File: config.mk
export PLATFORM = sky130hd
export DESIGN_NAME = pwm_level_ramp_ctrl
export DESIGN_NICKNAME = d
export VERILOG_FILES = /design/src/rtl/pwm_level_ramp_ctrl.sv
export SDC_FILE = /design/constraint.sdc
export NUM_CORES = 1
export LEC_CHECK = 0
export CAP_MARGIN = 20
export CORE_MARGIN = 4
export CORE_UTILIZATION = 40
export DETAILED_ROUTE_END_ITERATION = 12
export HOLD_SLACK_MARGIN = 0.03
export SYNTH_ARGS = -nofsm -noshare
export SYNTH_HDL_FRONTEND = slang
export SYNTH_SLANG_ARGS = --single-unit
File: constraint.sdc
create_clock -name clock -period 4.2 [get_ports clock]
set_clock_uncertainty 0.2 [all_clocks]
set_input_delay 0.63 -clock clock [delete_from_list [all_inputs] [get_ports clock]]
set_output_delay 0.63 -clock clock [all_outputs]
set_load 0.01 [all_outputs]
File: src/rtl/pwm_level_ramp_ctrl.sv
// Heater PWM duty sequencer: accepts a target duty and ramps the level toward it
// in bounded steps per PWM period; fault forces zero. Optional watchdog: RAMP_WDOG_EN.
module pwm_level_ramp_ctrl #(
  parameter int unsigned PERIOD       = 255,
  parameter int unsigned STEP         = 4,
  parameter int unsigned STEP_PERIODS = 1
`ifdef RAMP_WDOG_EN
  , parameter int unsigned WDOG_PERIODS = 1024
`endif
) (
  input  logic       clock,
  input  logic       reset_n,
  input  logic [7:0] target,
  input  logic       target_valid,
  output logic       target_ready,
  input  logic       fault,
  input  logic       fault_clear,
  output logic [7:0] level,
  output logic       period_tick,
  output logic       busy,
  output logic       at_target,
  output logic       wdog_expired
);

  typedef enum logic [1:0] {IDLE, RAMP, FAULT} state_t;

  localparam logic [15:0] PCNT_LAST = 16'(PERIOD - 1);
  localparam logic [7:0]  SCNT_LAST = 8'(STEP_PERIODS - 1);
  localparam logic [8:0]  STEP9     = 9'(STEP);

  state_t      state, state_nxt;
  logic [15:0] pcnt;
  logic [7:0]  scnt;
  logic [7:0]  tgt_reg, tgt_nxt, level_nxt, stepped;
  logic [8:0]  up9, dn9;
  logic        step_event, accept, wdog_trip;

  assign step_event   = period_tick && (scnt == SCNT_LAST);
  assign accept       = target_valid && (state != FAULT) && !fault;
  assign target_ready = (state != FAULT);
  assign busy         = (state == RAMP);
  assign at_target    = (state == IDLE);

  always_ff @(posedge clock or negedge reset_n) begin
    if (!reset_n) begin
      pcnt        <= '0;
      scnt        <= '0;
      period_tick <= 1'b0;
    end else begin
      period_tick <= (pcnt == PCNT_LAST);
      if (pcnt == PCNT_LAST) pcnt <= '0;
      else                   pcnt <= pcnt + 16'd1;
      if (step_event)       scnt <= '0;
      else if (period_tick) scnt <= scnt + 8'd1;
    end
  end

  // 9-bit step arithmetic: clamp to the target, never wrap past 255 or below 0
  always_comb begin
    up9     = {1'b0, level} + STEP9;
    dn9     = {1'b0, level} - STEP9;
    stepped = level;
    if (level < tgt_reg) begin
      stepped = (up9 >= {1'b0, tgt_reg}) ? tgt_reg : up9[7:0];
    end else if (level > tgt_reg) begin
      stepped = (({1'b0, level} < STEP9) || (dn9 <= {1'b0, tgt_reg})) ? tgt_reg : dn9[7:0];
    end
  end

`ifdef RAMP_WDOG_EN
  localparam logic [15:0] WDOG_LAST = 16'(WDOG_PERIODS - 1);
  logic [15:0] wdog_cnt;

  assign wdog_trip = period_tick && (wdog_cnt == WDOG_LAST) && (state != FAULT) && !fault;

  always_ff @(posedge clock or negedge reset_n) begin
    if (!reset_n) begin
      wdog_cnt     <= '0;
      wdog_expired <= 1'b0;
    end else begin
      if (fault || (state == FAULT) || accept || wdog_trip) wdog_cnt <= '0;
      else if (period_tick)                                 wdog_cnt <= wdog_cnt + 16'd1;
      if (accept)         wdog_expired <= 1'b0;
      else if (wdog_trip) wdog_expired <= 1'b1;
    end
  end
`else
  assign wdog_trip    = 1'b0;
  assign wdog_expired = 1'b0;
`endif

  always_ff @(posedge clock or negedge reset_n) begin
    if (!reset_n) begin
      state   <= IDLE;
      level   <= '0;
      tgt_reg <= '0;
    end else begin
      state   <= state_nxt;
      level   <= level_nxt;
      tgt_reg <= tgt_nxt;
    end
  end

  // The step lands first (old target); a same-edge accept then picks direction from the new level
  always_comb begin
    state_nxt = state;
    level_nxt = level;
    tgt_nxt   = tgt_reg;
    if (fault) begin
      state_nxt = FAULT;
      level_nxt = '0;
      tgt_nxt   = '0;
    end else if (state == FAULT) begin
      if (fault_clear) state_nxt = IDLE;
    end else begin
      if ((state == RAMP) && step_event) begin
        level_nxt = stepped;
        if (stepped == tgt_reg) state_nxt = IDLE;
      end
      if (accept) begin
        tgt_nxt   = target;
        state_nxt = (target != level_nxt) ? RAMP : IDLE;
      end else if (wdog_trip) begin
        tgt_nxt   = '0;
        state_nxt = (level_nxt == '0) ? IDLE : RAMP;
      end
    end
  end

endmodule

======== Word level (Yosys, flattened, before mapping) ========
Index checks and enable logic that the tools add are counted.
storage, ports and cells
  bits in registers ....................... 43
  bits of input ports ..................... 13
  word-level logic and storage cells ...... 59
cells by class
  $lt $le $gt $ge ......................... 5
  reduce and logical (&&, ||, !) cells .... 14
  equal/unequal tests ..................... 8
  add/sub/neg operators ................... 4
  muxes and demuxes ....................... 22
operators with widths
  operator                                                     count
  two-way mux 8 bit                                            14
  adder 16 x 1 -> 16 bit (second input constant)               1
  equality test 16 x 8 -> 1 bit (second input constant)        1
  two-way mux 16 bit                                           1
  two-way mux 2 bit                                            6
  adder 8 x 3 -> 9 bit (second input constant)                 1
  greater-or-equal comparator 9 x 8 -> 1 bit                   1
  <= comparator 9 x 8 -> 1 bit                                 1
  subtractor 8 x 3 -> 9 bit (second input constant)            1
  adder 8 x 1 -> 8 bit (second input constant)                 1
  equality test 8 bit                                          1
  > comparator 8 bit                                           1
  logical NOT 8 bit                                            1
  less-than comparator 8 x 3 -> 1 bit (second input constant)  1
  less-than comparator 8 bit                                   1
  inequality test 8 bit                                        1
  nonzero test 4 bit                                           2
  logical AND 1 bit                                            4
  inequality test 2 bit (second input constant)                2
  nonzero test 2 bit                                           2
  inequality test 3 bit (second input constant)                1
  AND reduction 3 bit                                          1
  equality test 2 x 1 -> 1 bit (second input constant)         1
  equality test 2 bit (second input constant)                  1
  other kinds (5)                                              5

======== Longest topological paths before layout ========
Gate-level depths: netlist of run 1.
  depth in word-level cells ............... 14
  gate-level depth with buffers ........... 17
  gate-level depth less buffers ........... 14

======== Worst setup path before layout of run 1 ========
OpenSTA, ideal clock, no wires.
  kind .................................... register to register
  from .................................... register level[2]
  to ...................................... register state[0]
  required time ........................... 3,855 ps
  slack ................................... -13 ps
  stages on the path, launching flop included .. 18
  data arrival time ....................... 3,869 ps
  library setup time ...................... 145 ps
  path through ............................ dfrtp_1 clkbuf_1 clkbuf_1 inv_1 ha_1 nor3b_1 xor2_1 ha_1 nand3_1 or3_4 a22oi_4 o21a_1 buf_6 nor4_1 o311ai_1 o2111ai_1 nor4b_2 o221ai_1
between the ends
  cells in the longest elaborated chain, start to end .. 14
  elaborated cells between the ends (all ways) .. 23
  those cells by class .................... 2 x add/sub; 5 x order compare; 2 x eq/ne; 11 x mux; 3 x reduce/logical
ends and longest elaborated chain
  item                          line  RTL
  start: declaration            18    output logic [7:0] level,
  start signal: assignment      99    level <= level_nxt;
  subtractor 8 x 3 -> 9 bit     61    dn9 = {1'b0, level} - STEP9;
  <= comparator 9 x 8 -> 1 bit  66    stepped = (({1'b0, level} < STEP9) || (dn9 <= {1'b0, tgt_reg})) ? tgt_reg : dn9[7:0];
  logical OR 1 bit              66
  two-way mux 8 bit             66
  two-way mux 8 bit             65    end else if (level > tgt_reg) begin
  two-way mux 8 bit             63    if (level < tgt_reg) begin
  two-way mux 8 bit             116   if ((state == RAMP) && step_event) begin
  two-way mux 8 bit             113   end else if (state == FAULT) begin
  two-way mux 8 bit             109   if (fault) begin
  inequality test 8 bit         122   state_nxt = (target != level_nxt) ? RAMP : IDLE;
  two-way mux 1 bit             122
  two-way mux 2 bit             120   if (accept) begin
  two-way mux 2 bit             113
  two-way mux 2 bit             109
  end signal: assignment        98    state <= state_nxt;
  end: declaration              31    state_t state, state_nxt;
Parallel ways exist; a longest one is shown, timed or not. The select of a mux whose other input is x is not followed.
A chain may end at the register's enable or synchronous reset.

======== Worst setup path in the final report of run 1 ========
Ends and elaborated chain as after synthesis.

==> flow_summary_export.csv, run 1 <==
group,metric,value,unit
clock_tree,cts_tree,"yes",
yosys,yosysMostFrequentCell,"dfrtp_1",
placed_design,preCtsSetupSlack,0.261,ns
setup_path,startpoint,"level[2]",
die,ios,26,
setup_path,crit_slowest_cell,"o311a_2",
detailed_routing,drt-vias-per-instance,6.18,
clock_tree,cts.clk_slew.worst_paths,0.09,ns
yosys,synth_cell_types,71,
yosys,ys_ff_latch,43,
detailed_routing,wl_per_cell,18.9,µm
die,dieArea,10900,µm²
job,max_cap_viol_count,0,
layout,n_fill_cell,867,
sta,rsz0062_at_grt,"no",
setup_path,worstSetupPathType,"reg -> reg",
yosys,synth_area,3720,µm²
sta,setup_ws,0.260,ns
yosys,avgSynthCellArea,8.29,µm²
layout,area_delta_synth_final,12.5,%
placed_design,io_buffers,24,
outcome,run_status,"complete, no violations",
sta,totalNegativeSetupSlack,0,ns
clock_tree,htree_levels,2,
layout,layout-drive-gt1-share,9.92,%
grt,grt_pass1_vias,3497,
die,initial_core_util,41.9,%
sta,worstMarginPinSlew,0.947,ns
clock_tree,ctsRootBufferMaster,"clkbuf_8",
yosys,async_reset_ff_share,100,%
clock_tree,cts_buffers,5,
clock_tree,clock-sinks,43,
pwr,powerDensity,236,nW/µm²
pwr,p_leak,1.71,nW
yosys,seq_area_frac_synth,28.9,%
placed_design,place_hpwl,8.34,mm
yosys,syn_nets,487,
layout,nets,511,
clock_tree,clk_latency,0.30,ns
setup_path,crit_chain,"buf_4, nand3_1, xor2_2, inv_1, ha_1, nand3_1, o311a_2, buf_4, nor2b_1, o311ai_1, a21oi_1, a221o_1, nor3_1, o221ai_1",
setup_path,crit_family,"compound AO/OA/AOI/OAI gates",
die,die_w,104,µm
yosys,synth_top_area_share,28.9,%
setup_path,critPathMaxStageDelay,0.51,ns
yosys,synth.top_cells.by_count,"dfrtp_1 (43), nand2_1 (42), nor2_1 (38)",
grt,grt_pass1_wl,18.2,mm
placed_design,place_congestion,0.936,
die,rows,34,
detailed_routing,firstDrtPassIters,5,
layout,largest_reg_flops,16,
setup_path,crit_required,4.17,ns
sta,finalMaxSlewViolations,0,
grt,antenna_found_initial,0,
detailed_routing,detail_route.wirelength,11.0,mm
yosys,netlist_instances,449,
layout,antenna_cells,0,
detailed_routing,drc_errors,0,
layout,regMostFlops,"pcnt",
detailed_routing,vias,3595,
sta,slew_headroom,36.9,%
grt,grt_max_degree,44,
yosys,synth_top_area_cell,"dfrtp_1",
clock_tree,cts_setup_buffers,0,
die,coreArea,8890,µm²
sta,fin_crit_sh,93.8,%
setup_path,path_buf_inv,3,
yosys,synth_ff_type,"dfrtp_1",
worst_hold_path,hold_path.class,"in -> async",
grt,overflow,0,
die,die_h,104,µm
sta,finalHoldViolCount,0,
yosys,ys.warnings.count,0,
clock_tree,clockBufferDepth,2,
sta,max_freq,254,MHz
detailed_routing,drt_iter0_drc,340,
setup_path,arrival,3.91,ns
sta,fin_crit,3.94,ns
setup_path,timing.rr.start,"level[2]",
yosys,synth_area_leaders,"dfrtp_1 (29%), ha_1 (8.4%), a21oi_1 (4.6%), xnor2_1 (4.5%), nand2_1 (4.2%)",
grt,grt_usage,20.3,%
setup_path,startpoint_type,"flip-flop",
detailed_routing,final_antenna_net_count,0,
setup_path,crit_fanout,15,
pwr,ir_drop,0.148,mV
sta,setup_viol,0,
setup_path,cp-end-kind,"flip-flop",
yosys,synth_edf_count,0,
==> layout make-up <==
| cell class | instances | area (µm²) | share of cell area, % |
|---|---|---|---|
| Inverter | 23 | 86.3 | 2.06 |
| Multi-Input combinational cell | 359 | 2440 | 58.3 |
| Timing Repair Buffer | 41 | 363 | 8.67 |
| Tap cell | 108 | 135 | 3.23 |
| Sequential cell | 43 | 1080 | 25.7 |
| Clock inverter | 2 | 12.5 | 0.299 |
| Clock buffer | 6 | 72.6 | 1.73 |
==> worst reg2reg max path: stages (launching register included) <==
cell      delay [ns]
dfrtp_1         0.47
buf_4           0.27
nand3_1         0.15
xor2_2          0.24
inv_1           0.07
ha_1            0.27
nand3_1         0.09
o311a_2         0.51
buf_4           0.22
nor2b_1         0.16
o311ai_1        0.32
a21oi_1         0.18
a221o_1         0.29
nor3_1          0.21
o221ai_1        0.16
==> repair_timing <==
| item | CTS | global route |
|---|---|---|
| endpoints found under the setup margin | 0 | 2 |
| endpoints found under the hold margin | 0 | 0 |
| resized for setup | 0 | 4 |
| hold buffers | 0 | 0 |
==> per-stage QoR <==
step	hold slack [ns]	cell area [µm²]	power [mW]	cells	util [%]
final	0.264	4190	0.990	582	47.1
after global routing	0.299	4190	1.04	582	47.1
after CTS	0.287	4170	0.991	581	46.9
after detailed placement	0.271	4080	0.720	573	45.9
after global placement	0.262	4080	0.724	573	45.9
after floorplan	0.134	3730	0.636	449	-
==> logic make-up (layout without fill, tap and decap cells) <==
group	Yosys count	in the layout	share of synthesized area, %
compound gates	117	117	22.0
buf+inv	47	72	5.92
xor+xnor	34	34	8.00
simple gates	172	172	23.8
other cells	1	1	0.101
fa+ha+maj	25	25	8.41
mux	10	10	2.86
flops	43	43	28.9
==> report_power, final <==
| group | internal, mW | leakage [nW] | switching, mW |
|---|---|---|---|
| Clock | 0.116 | 0.0412 | 0.151 |
| Combinational | 0.0993 | 1.09 | 0.196 |
| Sequential | 0.419 | 0.580 | 0.00762 |
| Total | 0.635 | 1.71 | 0.355 |
==> final timing paths <==
| kind | endpoint | slack (ns) | cells past startpoint |
|---|---|---|---|
| min reg2reg | scnt[7] | 0.28 | 1 |
| max in group asynchronous | pcnt[8] | 2.94 | 1 |
| max reg2reg | state[0] | 0.26 | 14 |
| max | state[0] | 0.26 | 14 |
| min | scnt[1] | 0.26 | 1 |
| min in group clock | scnt[7] | 0.28 | 1 |
==> per-layer routing <==
metal	global-route usage, %	wire length [µm]
met5	0	0
met4	7.22	300
met3	3.54	700
met2	31.0	4900
met1	28.8	5080
==> cells in the final DEF, fill, tap and decap left out, drive strengths merged, types with 6 or more instances in the layout <==
master          n
xor2           15
nor2           39
a21oi          35
clkdlybuf4s50  23
o21ai          16
a31oi           6
o211ai          9
xnor2          19
clkbuf          7
nand4          14
buf            17
dfrtp          43
nor3           10
inv            23
ha             25
and3            6
mux2i           8
nand3          28
nand2          42
Note: power is estimated with default switching activity, not from simulation.
==> inputs of run 2 (changes only) <==
GPL_TIMING_DRIVEN = 0   (was not set)
==> run 2 against run 1 <==
Compared with the run above: die area unchanged; first-iteration DRC count increased by 14%; non-clock buffer count increased by 14; highest routed layer unchanged; global-route usage decreased by 0.086 points; largest power group unchanged.
==> flow_summary_export.csv, run 2 (synthesized netlist as in run 1, its figures left out) <==
group,metric,value,unit
detailed_routing,firstDrtPassIters,5,
outcome,run_status,"complete, no violations",
layout,final_cell_mix,"nand2_1 (41), dfrtp_1 (40), nor2_1 (38)",
grt,grt_pass1_wl,18.0,mm
layout,regMostFlops,"pcnt",
layout,largest_reg_flops,16,
layout,antenna_cells,0,
detailed_routing,drt-vias-per-instance,6.17,
placed_design,dp.cells,580,
setup_path,startpoint_type,"flip-flop",
setup_path,crit_required,4.15,ns
detailed_routing,final_antenna_net_count,0,
die,rows,34,
sta,fin_crit_sh,96.5,%
pwr,clkPwrFrac,25.5,%
setup_path,crit_slowest_cell,"dfrtp_2",
pwr,p_int,646,µW
grt,overflow,0,
clock_tree,cts_hold_buf,0,
sta,slew_headroom,39.8,%
sta,setup_viol,0,
pwr,powerDensity,229,nW/µm²
setup_path,crit_family,"simple AND/OR/NAND/NOR gates",
grt,antenna_found_initial,0,
pwr,p_sw,358,µW
detailed_routing,wl_per_cell,18.8,µm
sta,worstMarginPinSlew,0.896,ns
pwr,pwr-share-seq,42.6,%
layout,final_area,4380,µm²
die,coreArea,8890,µm²
setup_path,crit_chain,"clkbuf_4, nor3_1, xor2_2, ha_1, nand3_2, or3_4, a22oi_4, o21a_1, buf_6, nor4_4, o311ai_2, o2111ai_1, nor4b_2, o221ai_1",
setup_path,arrival,4.00,ns
setup_path,path_buf_inv,2,
layout,n_fill_cell,895,
setup_path,cp-end-kind,"flip-flop",
layout,fin_cells,596,
layout,final_common_cell,"nand2_1",
placed_design,io_buffers,22,
pwr,p_comb_share,31.9,%
sta,max_freq,247,MHz
die,ios,26,
clock_tree,clk_latency,0.29,ns
placed_design,place_hpwl,8.51,mm
setup_path,crit_fanout,10,
setup_path,cp_num_cells,14,
setup_path,worstSetupPathType,"reg -> reg",
pwr,p_leak,1.79,nW
detailed_routing,wl_met2,4.98,mm
setup_path,r2r_cells,14,
setup_path,critPathMaxStageDelay,0.49,ns
detailed_routing,drc_errors,0,
sta,finalHoldViolCount,0,
clock_tree,clockBufferDepth,2,
clock_tree,cts_tree,"yes",
pwr,ir_drop,0.145,mV
die,die_w,104,µm
sta,rsz0062_at_grt,"yes",
detailed_routing,detail_route.wirelength,11.2,mm
pwr,sw_frac_of_total,35.6,%
grt,grt_usage,20.3,%
die,dieArea,10900,µm²
detailed_routing,wl_met3,802,µm
detailed_routing,wl_met1,5.27,mm
clock_tree,clock-sinks,43,
clock_tree,cts_buffers,5,
detailed_routing,dr.max_layer_used,"met4",
clock_tree,cts.clk_slew.worst_paths,0.08,ns
sta,fin_crit,4.05,ns
layout,layout-drive-gt1-share,13.9,%
detailed_routing,drt_iter0_drc,388,
grt,grt_max_degree,24,
clock_tree,htree_levels,2,
sta,finalMaxSlewViolations,0,
setup_path,reg2reg_setup_slack,0.15,ns
placed_design,place_area,4100,µm²
die,initial_core_util,41.9,%
clock_tree,ctsRootBufferMaster,"clkbuf_8",
layout,area_delta_synth_final,17.8,%
layout,nets,525,
grt,grt_pass1_vias,3448,
sta,holdWs,0.109,ns
detailed_routing,vias,3676,
die,die_h,104,µm
worst_hold_path,hold_path.class,"in -> async",
job,max_cap_viol_count,0,
placed_design,place_congestion,0.924,
[run 2: cell types whose count changed in the layout (fill, tap and decap cells not counted), moves of 3 or more]
cell,before,now
clkbuf_1,1,8
buf_4,16,9
buf_6,0,3
dfrtp_2,0,3
dfrtp_1,43,40
buf_2,1,9
[run 2: worst register-to-register path: stages (launching register included)]
cell	delay, ns
dfrtp_2	0.49
clkbuf_4	0.23
nor3_1	0.35
xor2_2	0.20
ha_1	0.34
nand3_2	0.08
or3_4	0.42
a22oi_4	0.16
o21a_1	0.21
buf_6	0.15
nor4_4	0.04
o311ai_2	0.30
o2111ai_1	0.18
nor4b_2	0.38
o221ai_1	0.19
[run 2: power by group through the flow]
stage                     Clock, mW  Combinational (mW)  Sequential, mW
after floorplan                   0               0.203           0.433
after global placement            0               0.297           0.436
after detailed placement          0               0.300           0.436
after CTS                     0.269               0.303           0.427
after global routing          0.286               0.343           0.429
final                         0.256               0.320           0.428
[run 2: stage by stage]
| stage | TNS [ns] | power, mW | util (%) | setup slack (ns) |
|---|---|---|---|---|
| 3_5_place_dp | -3.00 | 0.735 | 46.2 | -0.658 |
| 5_1_grt | -0.0281 | 1.06 | 49.3 | -0.0281 |
| 3_3_place_gp | -2.94 | 0.732 | 45.9 | -0.681 |
| 2_1_floorplan | 0 | 0.636 | - | 0.0584 |
| 4_1_cts | 0 | 0.999 | 47.6 | 0.00323 |
| 6_report | 0 | 1.00 | 49.3 | 0.148 |
[run 2: timing repair]
action	4_1_cts	5_1_grt
setup buffers	1	5
pin swaps	2	12
endpoints found under the setup margin	10	3
gates resized for setup	10	30
cloned	0	1
[run 2: area by class of cell]
type / count / area [µm²] / share of cell area (%)
Multi-Input combinational cell: 359 / 2530 / 57.6
Tap cell: 108 / 135 / 3.08
Clock buffer: 6 / 72.6 / 1.66
Sequential cell: 43 / 1080 / 24.6
Timing Repair Buffer: 31 / 298 / 6.79
Buffer: 24 / 165 / 3.77
Inverter: 23 / 93.8 / 2.14
Clock inverter: 2 / 12.5 / 0.285
[run 2: final timing paths]
path	endpoint	startpoint
worst min register to register	pcnt[15]	pcnt[15]
worst max register to register	state[0]	level[4]
max in group asynchronous	scnt[3]	reset_n
worst min-delay path	scnt[1]	reset_n
min in group clock	pcnt[15]	pcnt[15]
worst max-delay path	state[0]	level[4]
[run 2: layer usage]
metal  track usage [%]  up-vias
li1                  -     1728
met1              29.9     1780
met4              5.03        0
met3              2.55       13
met2              31.2      155
met5                 0        -
==> inputs of run 3 (changes only) <==
CORE_MARGIN = not set   (was 4)
DONT_BUFFER_PORTS = 1   (was not set)
PLACE_DENSITY = 0.63   (was not set)
==> run 3 against run 2 <==
Compared with the run above: maximum frequency decreased by 0.72%; critical path depth up 3; via count down 1.8%; wire length is 3.9% lower; worst hold slack improved by 0.15 ns; power fell by 1.9%; register-to-register slack lost 0.03 ns; core utilization is 2.0 points lower; highest routed layer unchanged.
==> flow_summary_export.csv, run 3 (synthesized netlist as in run 1, its figures left out) <==
group,metric,value,unit
clock_tree,clockBufferDepth,2,
clock_tree,htree_levels,2,
grt,grt_pass1_wl,17.0,mm
layout,final_common_cell,"nand2_1",
layout,fin_cells,577,
pwr,powerDensity,235,nW/µm²
die,dieArea,9690,µm²
setup_path,cp-end-kind,"flip-flop",
setup_path,worstSetupPathType,"reg -> reg",
pwr,p_leak,1.73,nW
job,max_cap_viol_count,0,
clock_tree,cts_tree,"yes",
pwr,ir_drop,0.199,mV
sta,max_freq,245,MHz
placed_design,io_buffers,0,
placed_design,dp.cells,557,
clock_tree,clk_latency,0.29,ns
layout,n_fill_cell,858,
die,initial_core_util,42.1,%
setup_path,crit_fanout,6,
grt,antenna_found_initial,0,
layout,finish.utilization,47.4,%
layout,antenna_cells,0,
setup_path,startpoint_type,"flip-flop",
sta,setup_viol,0,
setup_path,critPathMaxStageDelay,0.46,ns
setup_path,arrival,4.03,ns
setup_path,crit_chain,"buf_8, buf_12, inv_8, ha_4, nor3b_4, xor2_1, ha_1, nand3_2, or3_4, a22oi_4, o21a_1, buf_6, nor4_1, o311ai_1, o2111ai_1, nor4b_2, o221ai_1",
detailed_routing,detail_route.wirelength,10.7,mm
detailed_routing,drt-vias-per-instance,6.25,
die,die_h,98.5,µm
die,die_w,98.5,µm
detailed_routing,drt_iter0_drc,525,
grt,grt_max_degree,44,
detailed_routing,wl_per_cell,18.6,µm
detailed_routing,vias,3609,
setup_path,crit_slowest_cell,"dfrtp_2",
worst_hold_path,hold_path.class,"in -> reg",
grt,overflow,0,
layout,nets,506,
die,ios,26,
sta,fin_crit_sh,97.2,%
layout,layout-drive-gt1-share,15.8,%
layout,area_delta_synth_final,12.6,%
grt,grt_pass1_vias,3412,
clock_tree,ctsRootBufferMaster,"clkbuf_8",
die,rows,34,
layout,largest_reg_flops,16,
detailed_routing,final_antenna_net_count,0,
outcome,run_status,"complete, no violations",
clock_tree,cts_buffers,5,
detailed_routing,drc_errors,0,
detailed_routing,firstDrtPassIters,8,
sta,fin_crit,4.08,ns
placed_design,place_hpwl,7.96,mm
sta,worstMarginPinSlew,1.05,ns
setup_path,crit_required,4.15,ns
setup_path,crit_family,"simple AND/OR/NAND/NOR gates",
sta,finalMaxSlewViolations,0,
grt,grt_usage,22.1,%
placed_design,place_congestion,0.944,
clock_tree,cts.clk_slew.worst_paths,0.08,ns
clock_tree,clock-sinks,43,
setup_path,path_buf_inv,4,
die,coreArea,8850,µm²
layout,final_cell_mix,"nand2_1 (41), dfrtp_1 (39), nor2_1 (37)",
sta,finalHoldViolCount,0,
sta,slew_headroom,29.6,%
layout,regMostFlops,"pcnt",
-- run 3: cell count changes in the layout (fill, tap and decap cells not counted), sizes merged --
cell / previous run / this run
buf: 24 / 26
clkbuf: 16 / 15
dlygate4sd3: 0 / 1
clkdlybuf4s50: 21 / 0
-- run 3: report_power, final --
group	total (mW)	switching, mW	internal [mW]
Sequential	0.428	0.00856	0.419
Clock	0.257	0.141	0.116
Combinational	0.300	0.200	0.0993
-- run 3: routing by layer --
metal  global-route usage (%)  wire (µm)  up-vias
li1                         -          -     1686
met1                     29.9       4760     1715
met2                     35.5       4820      178
met3                     4.04        917       30
met4                     8.04        248        0
met5                        0          0        -
-- run 3: per-stage QoR --
| step | hold WS (ns) | area [µm²] | setup TNS, ns | power (mW) | setup slack, ns |
|---|---|---|---|---|---|
| 6_report | 0.259 | 4190 | 0 | 0.985 | 0.119 |
| 5_1_grt | 0.255 | 4190 | -0.0162 | 1.03 | -0.0162 |
| 4_1_cts | 0.250 | 4040 | 0 | 0.978 | 0.00277 |
| 3_5_place_dp | 0.135 | 3860 | -3.78 | 0.702 | -0.776 |
| 3_3_place_gp | 0.135 | 3860 | -3.07 | 0.700 | -0.665 |
| 2_1_floorplan | 0.134 | 3730 | 0 | 0.636 | 0.0584 |
-- run 3: what timing repair did --
| item | CTS | global route |
|---|---|---|
| hold buffers | 2 | 0 |
| gates resized for setup | 13 | 30 |
| gates cloned | 0 | 1 |
| buffers inserted | 1 | 8 |
| endpoints found under the hold margin | 43 | 0 |
| pin swaps | 2 | 13 |
| endpoints found under the setup margin | 10 | 2 |
-- run 3: area by class of cell --
type | count | area [µm²] | area share (%)
multi-input cells | 359 | 2520 | 60.2
flip-flops and latches | 43 | 1080 | 25.8
plain buffers | 24 | 170 | 4.06
well taps | 108 | 135 | 3.22
repair buffers | 12 | 103 | 2.45
inverters | 23 | 93.8 | 2.24
clock buffers | 6 | 72.6 | 1.73
clock inverters | 2 | 12.5 | 0.299
-- run 3: final timing paths --
kind,start,end,slack (ns),cells after the start
setup reg to reg,level[2],state[0],0.12,17
hold / removal,fault_clear,state[1],0.26,1
min in group asynchronous,reset_n,tgt_reg[1],0.59,2
max in group asynchronous,reset_n,pcnt[2],3.00,2
setup / recovery,level[2],state[0],0.12,17
hold reg to reg,scnt[7],scnt[7],0.28,1
